===== src/rtl/alu_multicycle.sv =====
// Multi-cycle execute-stage ALU: single-cycle arithmetic/logic/compare ops,
// bit-serial shifts (one position per cycle), valid/ready on both sides.
module alu_multicycle #(
  parameter int unsigned XLEN = 32
) (
  input  logic            clk,
  input  logic            reset_n,
  input  logic            in_valid,
  output logic            in_ready,
  input  logic [3:0]      alu_func,
  input  logic [XLEN-1:0] in_a,
  input  logic [XLEN-1:0] in_b,
  output logic            out_valid,
  input  logic            out_ready,
  output logic [XLEN-1:0] alu_result,
  output logic            check,
  output logic            func_err
);

  localparam logic [3:0] OP_ADD  = 4'd0;
  localparam logic [3:0] OP_SUB  = 4'd1;
  localparam logic [3:0] OP_SLL  = 4'd2;
  localparam logic [3:0] OP_SLT  = 4'd3;
  localparam logic [3:0] OP_SLTU = 4'd4;
  localparam logic [3:0] OP_XOR  = 4'd5;
  localparam logic [3:0] OP_SRL  = 4'd6;
  localparam logic [3:0] OP_SRA  = 4'd7;
  localparam logic [3:0] OP_OR   = 4'd8;
  localparam logic [3:0] OP_AND  = 4'd9;
  localparam logic [3:0] OP_BGE  = 4'd10;
  localparam logic [3:0] OP_BGEU = 4'd11;

  typedef enum logic [1:0] {StIdle, StShift, StDone} state_e;

  state_e          state_q;
  logic [3:0]      func_q;
  logic [4:0]      cnt_q;
  logic [4:0]      shamt;
  logic [XLEN-1:0] res_c;
  logic            chk_c;
  logic            err_c;
  logic            is_shift;
  logic            lt_s;
  logic            lt_u;

  assign shamt = in_b[4:0];
  assign lt_s  = $signed(in_a) < $signed(in_b);
  assign lt_u  = in_a < in_b;

  always_comb begin
    res_c    = '0;
    chk_c    = 1'b0;
    err_c    = 1'b0;
    is_shift = 1'b0;
    case (alu_func)
      OP_ADD:  res_c = in_a + in_b;
      OP_SUB: begin
        res_c = in_a - in_b;
        chk_c = (res_c == '0);
      end
      OP_XOR: begin
        res_c = in_a ^ in_b;
        chk_c = (res_c != '0);
      end
      OP_OR:   res_c = in_a | in_b;
      OP_AND:  res_c = in_a & in_b;
      OP_SLT: begin
        res_c = {{(XLEN-1){1'b0}}, lt_s};
        chk_c = lt_s;
      end
      OP_SLTU: begin
        res_c = {{(XLEN-1){1'b0}}, lt_u};
        chk_c = lt_u;
      end
      OP_BGE: begin
        res_c = {{(XLEN-1){1'b0}}, ~lt_s};
        chk_c = ~lt_s;
      end
      OP_BGEU: begin
        res_c = {{(XLEN-1){1'b0}}, ~lt_u};
        chk_c = ~lt_u;
      end
      // Zero-distance shifts finish immediately with the operand unchanged.
      OP_SLL, OP_SRL, OP_SRA: begin
        res_c    = in_a;
        is_shift = 1'b1;
      end
      default: err_c = 1'b1;
    endcase
  end

  always_ff @(posedge clk or negedge reset_n) begin
    if (!reset_n) begin
      state_q    <= StIdle;
      func_q     <= '0;
      cnt_q      <= '0;
      alu_result <= '0;
      check      <= 1'b0;
      func_err   <= 1'b0;
      in_ready   <= 1'b1;
      out_valid  <= 1'b0;
    end else begin
      case (state_q)
        StIdle: begin
          if (in_valid && in_ready) begin
            func_q   <= alu_func;
            check    <= chk_c;
            func_err <= err_c;
            in_ready <= 1'b0;
            if (is_shift && (shamt != 5'd0)) begin
              alu_result <= in_a;
              cnt_q      <= shamt;
              state_q    <= StShift;
            end else begin
              alu_result <= res_c;
              state_q    <= StDone;
              out_valid  <= 1'b1;
            end
          end
        end
        StShift: begin
          case (func_q)
            OP_SLL:  alu_result <= {alu_result[XLEN-2:0], 1'b0};
            OP_SRL:  alu_result <= {1'b0, alu_result[XLEN-1:1]};
            default: alu_result <= {alu_result[XLEN-1], alu_result[XLEN-1:1]};
          endcase
          cnt_q <= cnt_q - 5'd1;
          if (cnt_q == 5'd1) begin
            state_q   <= StDone;
            out_valid <= 1'b1;
          end
        end
        StDone: begin
          if (out_ready) begin
            state_q   <= StIdle;
            out_valid <= 1'b0;
            in_ready  <= 1'b1;
          end
        end
        default: state_q <= StIdle;
      endcase
    end
  end

endmodule


===== config.mk =====
export PLATFORM = sky130hd
export DESIGN_NAME = alu_multicycle
export DESIGN_NICKNAME = d
export VERILOG_FILES = /design/src/rtl/alu_multicycle.sv
export SDC_FILE = /design/constraint.sdc
export NUM_CORES = 1
export LEC_CHECK = 0
export CAP_MARGIN = 20
export CORE_ASPECT_RATIO = 1.75
export CORE_MARGIN = 1
export CORE_UTILIZATION = 45
export CTS_CLUSTER_SIZE = 10
export DETAILED_ROUTE_END_ITERATION = 12
export PLACE_DENSITY = 0.67
export SLEW_MARGIN = 20
export SYNTH_ARGS = -nofsm -noshare
export SYNTH_HDL_FRONTEND = slang
export SYNTH_SLANG_ARGS = --single-unit

===== constraint.sdc =====
create_clock -name clk -period 3.15 [get_ports clk]
set_input_delay 0.945 -clock clk [delete_from_list [all_inputs] [get_ports clk]]
set_output_delay 0.945 -clock clk [all_outputs]
set_load 0.05 [all_outputs]

# Yosys cells after proc, flatten, opt, wreduce, memory -nomap -nowiden
# Index checks and enable logic that the tools add are counted.
[classes]
n_reduce_logical = 19
bitwise_logic = 5
add_sub_neg = 3
n_lt_le_gt_ge = 2
mux = 24
n_eq_ne = 22
[op_table]
columns = ["op", "count"]
rows = [
  ["$pmux 32 s10", 1],
  ["$pmux 32 s2", 2],
  ["$lt 32x32->1", 2],
  ["$mux 32", 2],
  ["$add 32x32->32", 1],
  ["$and 32x32->32", 1],
  ["$logic_not 32->1", 1],
  ["$or 32x32->32", 1],
  ["$reduce_bool 32->1", 1],
  ["$sub 32x32->32", 1],
  ["$xor 32x32->32", 1],
  ["$eq 4x3->1 const B", 5],
  ["$eq 4x4->1 const B", 4],
  ["$eq 4x2->1 const B", 3],
  ["$reduce_and 3->1", 4],
  ["$reduce_or 12->1", 1],
  ["$mux 5", 2],
  ["$ne 2x2->1 const B", 5],
  ["$pmux 5 s2", 1],
  ["$mux 1", 8],
  ["$mux 2", 4],
  ["$pmux 1 s6", 1],
  ["$pmux 2 s3", 1],
  ["$eq 5x1->1 const B", 1],
  ["other kinds (17)", 21],
]
[word_totals]
inputBits = 72
ff_bits = 47
wordCells = 84
out_inout_bits = 36

# Depth between registers and ports, before layout
# Gate-level depths: netlist of run 1.
[depth]
word_depth = 7
mapped_depth = 13
mapped_depth_nobuf = 13

# Worst setup path after synthesis of run 1
# No wires, ideal clock.
[synth_timing]
path_kind = "input to register"
start = "input in_a[0]"
end = "register check"
arrival_ns = 3.662
t_required_ns = 3.030
stages = 13
path_buffers = 0
setup_time_ns = 0.120
setup_slack_ns = -0.632
path_cell_list = "inv_1 ha_1 fa_1 o21bai_2 a2111oi_4 o211a_4 o21ai_4 a2111o_1 a211oi_2 mux2i_1 nand3_1 a221o_1 a31o_1"
[synth_between]
elab_chain_len = 3
elab_cells_between_ends = 9
classes_between = "add/sub: 1; order compare: 2; mux: 1; bitwise: 3; reduce/logical: 2"
[synth_rtl]
columns = ["item", "line", "text"]
rows = [
  ["start, declared", "11", "input logic [XLEN-1:0] in_a,"],
  ["$sub 32x32->32 (tied with other cells)", "58", "res_c = in_a - in_b;"],
  ["$logic_not 32->1 (tied with other cells)", "59", "chk_c = (res_c == '0);"],
  ["$pmux 1 s6 (*)", "55", "case (alu_func)"],
  ["end signal, assigned", "107", "check <= chk_c;"],
  ["end, declared", "16", "output logic check,"],
]
# Every way passes the cells marked *; elsewhere a longest branch is shown, timed or not.
# A chain may end at the register's enable or synchronous reset.

# Final worst setup path of run 1
# Ends and elaborated chain as after synthesis.

==> results of run 1 <==
-- final timing paths --
path / cells past startpoint / endpoint / slack (ps) / start
min: 2 / func_err$_DFFE_PN0P_ / 500 / func_err$_DFFE_PN0P_
max in group asynchronous: 2 / in_ready$_DFFE_PN1P_ / 1930 / reset_n
min in group asynchronous: 1 / alu_result[3]$_DFFE_PN0P_ / 530 / reset_n
max: 14 / check$_DFFE_PN0P_ / -640 / in_a[0]
max reg2reg: 10 / check$_DFFE_PN0P_ / 160 / in_ready$_DFFE_PN1P_
min reg2reg: 2 / func_err$_DFFE_PN0P_ / 500 / func_err$_DFFE_PN0P_
-- cell type report --
cell class	instances	area, sq um
multi-input cells	1004	8110
repair buffers	547	4600
fillers	1341	3790
flip-flops and latches	47	1180
inverters	107	465
well taps	238	298
clock buffers	5	125
clock inverters	2	13.8
-- synth_stat cells, types with 12 or more instances --
master    count
o22ai_1      13
o21ai_0      87
dfrtp_1      46
xnor2_1      21
a221o_1      12
nor4_1       12
a21o_1       13
nor2b_1      13
clkbuf_1     75
nand3_1      26
ha_1         98
a31oi_1      19
o31ai_1      14
a221oi_1     26
nand2b_1     13
nor2_1      110
a211oi_1     19
nand2_1     137
a22oi_1      18
o21bai_1     13
nor3_1       40
o211ai_1     22
a21oi_1     121
inv_1       103
-- per-stage QoR --
| step | std cells | area [sq um] | hold WS (ps) | worst slack, ps | total power, mW |
|---|---|---|---|---|---|
| 2_1_floorplan | 1240 | 8940 | 465 | -586 | 3.42 |
| 3_3_place_gp | 1897 | 13000 | 476 | -1280 | 5.06 |
| 3_5_place_dp | 1897 | 13000 | 479 | -1370 | 5.12 |
| 4_1_cts | 1937 | 14200 | 494 | -629 | 5.93 |
| 5_1_grt | 1950 | 14800 | 531 | -722 | 6.49 |
| 6_report | 1950 | 14800 | 499 | -641 | 6.18 |
-- flip-flops by register name, indices dropped and copies added (netlist names) --
signal / flops
out_valid: 1
func_err: 1
cnt_q: 5
state_q: 2
in_ready: 1
func_q: 4
check: 1
alu_result: 32
-- power groups by stage --
stage	logic [mW]	clock network, mW	registers [mW]
after floorplan	1.53	0	1.89
after global placement	3.87	0	1.20
after detailed placement	3.92	0	1.20
after CTS	4.22	0.519	1.20
after global routing	4.70	0.541	1.24
final	4.45	0.518	1.21
-- critical path, cell delays in order --
cell and delay (ps):
buf_12 110, inv_12 40, ha_4 140, fa_2 260, o21bai_4 80, a2111oi_4 450, o211a_4 260, o21ai_4 60
a2111o_1 460, a211oi_2 280, mux2i_1 240, nand3_1 110, a221o_1 340, a31o_1 190
-- metal layers --
metal | part of all wire | GRT usage
met1 | 0.36 | 0.449
met2 | 0.50 | 0.761
met3 | 0.058 | 0.0376
met4 | 0.086 | 0.344
met5 | 0 | 0
-- what timing repair did --
action | in CTS | in global routing
gates resized for setup | 310 | 123
setup buffers | 38 | 20
gates cloned | 0 | 1
pin swaps | 127 | 96
endpoints found under the setup margin | 30 | 32
-- cells by family (layout without fill, tap and decap cells) --
family                     count (synthesis)  in the layout  share of synthesized area
AOI/OAI and AO/OA                        458            458                      0.364
xor gates and xnor gates                  27             27                     0.0277
adders and majority gates                100            100                      0.149
buffers and inverters                    189            661                     0.0841
DFF                                       47             47                      0.138
muxes                                     12             12                     0.0142
and+or+nand+nor                          407            407                      0.223
==> flow_summary.json, run 1 <==
{
  "slew_headroom": 0.474,
  "antenna_found_initial": 0,
  "period_minus_slack_ps": 3790,
  "synth.largest_area_cell": "ha_1",
  "post-route-period-util": 1.20,
  "fp.dieW_um": 106,
  "p_per_area_nw_per_um2": 418,
  "cts.sinks": 47,
  "start_util": 0.459,
  "ys_async_sr_fraction": 1.00,
  "finalWirelength_um": 42000,
  "tightest_slew_ps": 786,
  "synth_top_area_frac": 0.144,
  "antenna_cells": 0,
  "cts_buffers": 5,
  "hold_viol_final": 0,
  "rsz0062_at_grt": "yes",
  "antenna_left": 0,
  "hold_path_class": "flop to flop",
  "via_count": 12100,
  "clkPwrFrac": 0.084,
  "io_pins": 108,
  "syn_inst": 1240,
  "drive_gt1_frac": 0.434,
  "cts_tree": "built",
  "grt_pass1_wl_um": 63900,
  "grt-ovfl-total": 0,
  "worst_slack_ps": -641,
  "insertion_delay_ps": 290,
  "swShare": 0.507,
  "finalSetupTns_ps": -7760,
  "grt_usage": 0.425,
  "port_buffers": 107,
  "synth_area_leaders": "ha_1 14%, dfrtp_1 14%, a21oi_1 7.1%, nand2_1 6.0%, o21ai_0 5.1%",
  "crit_required_ps": 3330,
  "die_h_um": 184,
  "wl_per_cell_um": 21.5,
  "area_growth_pct": 73.5,
  "cts_max_level": 2,
  "path_class": "input pin to flop",
  "fin_skew_ps": 4.57,
  "layout.nets": 1884,
  "max_cap_violations": 0,
  "num_rows": 66,
  "clkSlewWorstSetupHoldPaths_ps": 60,
  "synth.net_count": 1412,
  "timing.fmax_mhz": 264,
  "p_seq_frac": 0.196,
  "cp-end-kind": "flop",
  "place_congestion": 1.03,
  "cts_root_buf": "clkbuf_16",
  "cp-start-kind": "input pin",
  "pwr-share-comb": 0.720,
  "p_int_mw": 3.04,
  "critPathMaxFanout": 3,
  "grt_pass1_vias": 12100,
  "post-route-util": 0.796,
  "fp.dieArea_sq_um": 19500,
  "synth_warnings": 0,
  "finalSetupViolations": 25,
  "final_cell_mix": "397 x buf_4, 134 x nand2_1, 98 x nor2_1",
  "p_switching_mw": 3.13,
  "postCtsHoldBufs": 0,
  "fp.coreArea_sq_um": 18600,
  "via_per_inst": 6.18,
  "peakVddDrop_uv": 544,
  "worstPathArrival_ps": 3970,
  "synth-edff-count": 0,
  "synthesis.area_sq_um": 8520,
  "p_leak_nw": 6.66,
  "syn_area_per_cell_sq_um": 6.87,
  "ys_types": 86,
  "ys_ff_latch": 47,
  "hpwl_um": 32400,
  "cts.path.max_buffers": 2,
  "slew_viol_final": 0,
  "final_common_cell": "buf_4",
  "drcViolationCount": 0,
  "dr.pass1.iters": 8,
  "grt_max_degree": 36,
  "yosys_most_used_dff": "dfrtp_1",
  "yosysSeqAreaShare": 0.138,
  "status": "complete, but fails checks",
  "violations": "negative setup slack",
  "drt_first_iter_violations": 1057
}
Note: power is estimated with default switching activity, not from simulation.
==> run 2, diff against run 1 <==
- SKIP_LAST_GASP: unset -> 1
==> run 2 against run 1 <==
The run still ends with negative setup slack left; utilization rose by 0.71 points; flip-flop and latch count is the same; non-clock buffer count is 12 higher; critical path depth unchanged; sequential share of layout area down 0.071 points; hold slack worse by 5.5 ps; via count up 1.9%; largest cell class unchanged; register-to-register slack improved by 20 ps; sequential power about the same; global-route usage about the same.
==> flow_summary.json, run 2 (same netlist as run 1, synthesis figures left out) <==
{
  "status": "complete, but fails checks",
  "violations": "negative setup slack",
  "postCtsHoldBufs": 0,
  "r2r_start": "in_ready$_DFFE_PN1P_",
  "num_rows": 66,
  "grt_pass1_vias": 12100,
  "startpoint": "in_a[0]",
  "cts_buffers": 5,
  "hold_ws_ps": 494,
  "via_per_inst": 6.26,
  "max_cap_violations": 0,
  "slew_viol_final": 0,
  "fp.dieArea_sq_um": 19500,
  "total_power_mw": 6.25,
  "grt_usage": 0.424,
  "grt_pass1_wl_um": 63900,
  "dr.pass1.iters": 5,
  "final_cell_mix": "406 x buf_4, 134 x nand2_1, 100 x nor2_1",
  "hold_path_class": "flop to flop",
  "layout.nets": 1896,
  "finalWirelength_um": 42900,
  "start_util": 0.459,
  "peakVddDrop_uv": 559,
  "design_area_sq_um": 14900,
  "area_growth_pct": 75.1,
  "fp.coreArea_sq_um": 18600,
  "p_leak_nw": 6.72,
  "largest_reg_flops": 32,
  "tightest_slew_ps": 776,
  "antenna_cells": 0,
  "cp-end-kind": "flop",
  "crit_required_ps": 3340,
  "drcViolationCount": 0,
  "worst-r2r-cell-count": 10,
  "wl_per_cell_um": 21.9,
  "cts_root_buf": "clkbuf_16",
  "cts.sinks": 47,
  "antenna_found_initial": 0,
  "cts.path.max_buffers": 2,
  "path_class": "input pin to flop",
  "fillerInstances": 1322,
  "slew_headroom": 0.481,
  "place_congestion": 1.03,
  "cp-start-kind": "input pin",
  "placed_cell_area_sq_um": 13000,
  "grt_max_degree": 36,
  "drt_first_iter_violations": 1124,
  "worstHoldStart": "func_err$_DFFE_PN0P_",
  "port_buffers": 107,
  "io_pins": 108,
  "rsz0062_at_grt": "yes",
  "timing.fmax_mhz": 268,
  "finalSetupViolations": 25,
  "finalSetupTns_ps": -7270,
  "drive_gt1_frac": 0.458,
  "cts_tree": "built",
  "critPathMaxFanout": 3,
  "period_minus_slack_ps": 3730,
  "final_common_cell": "buf_4",
  "grt-ovfl-total": 0,
  "regMostFlops": "alu_result",
  "hpwl_um": 32400,
  "antenna_left": 0,
  "die_h_um": 184,
  "layoutNonFillerInstCount": 1962,
  "largestRegisters": "alu_result x32, cnt_q x5, func_q x4",
  "via_count": 12300,
  "insertion_delay_ps": 290,
  "p_per_area_nw_per_um2": 419,
  "dp.cells": 1897,
  "cts_max_level": 2,
  "post-route-util": 0.803,
  "worstPathArrival_ps": 3910,
  "hold_viol_final": 0,
  "fp.dieW_um": 106,
  "holdPathStages": 2,
  "clkSlewWorstSetupHoldPaths_ps": 60,
  "worst_slack_ps": -576,
  "post-route-period-util": 1.18,
  "dp_worst_setup_slack_ps": -1370,
  "fin_skew_ps": 3.70
}
## run 2: worst paths after layout
kind	end	slack [ps]
max in group asynchronous	in_ready$_DFFE_PN1P_	1930
min in group asynchronous	cnt_q[3]$_DFFE_PN0P_	540
max	check$_DFFE_PN0P_	-580
min reg2reg	func_err$_DFFE_PN0P_	490
min	func_err$_DFFE_PN0P_	490
max reg2reg	check$_DFFE_PN0P_	180
## run 2: where the power goes
group / internal [mW] / switching (mW)
clock network: 0.290 / 0.229
registers: 0.884 / 0.326
logic: 1.91 / 2.61
total: 3.08 / 3.17
## run 2: routing by layer
layer | GRT usage | wire length (um) | up-vias
li1 | - | - | 5508
met1 | 0.450 | 15000 | 5810
met2 | 0.763 | 21300 | 702
met3 | 0.0369 | 2520 | 261
met4 | 0.333 | 4050 | 0
met5 | 0 | 0 | -
## run 2: critical path: stages
cell and delay [ps]:
buf_12 110, inv_12 40, ha_4 130, fa_2 240
o21bai_4 80, a2111oi_4 440, o211a_4 260, o21ai_4 60
a2111o_1 450, a211oi_2 290, mux2i_1 240, nand3_1 110
a221o_1 330, a31o_1 180
## run 2: cell type report
cell class                 instances  area, sq um  area share
clock inverter                     2         13.8    0.000922
inverter                         107          468      0.0314
tap                              238          298      0.0200
multi-input combinational       1004         8180       0.548
clock buffer                       5          125     0.00839
timing repair buffer             559         4660       0.312
sequential                        47         1180      0.0789
## run 2: timing repair
item / in CTS / in global routing
cloned: 0 / 2
gates resized for setup: 299 / 209
pin swaps: 127 / 114
buffers inserted: 38 / 33
setup endpoints to repair: 30 / 32
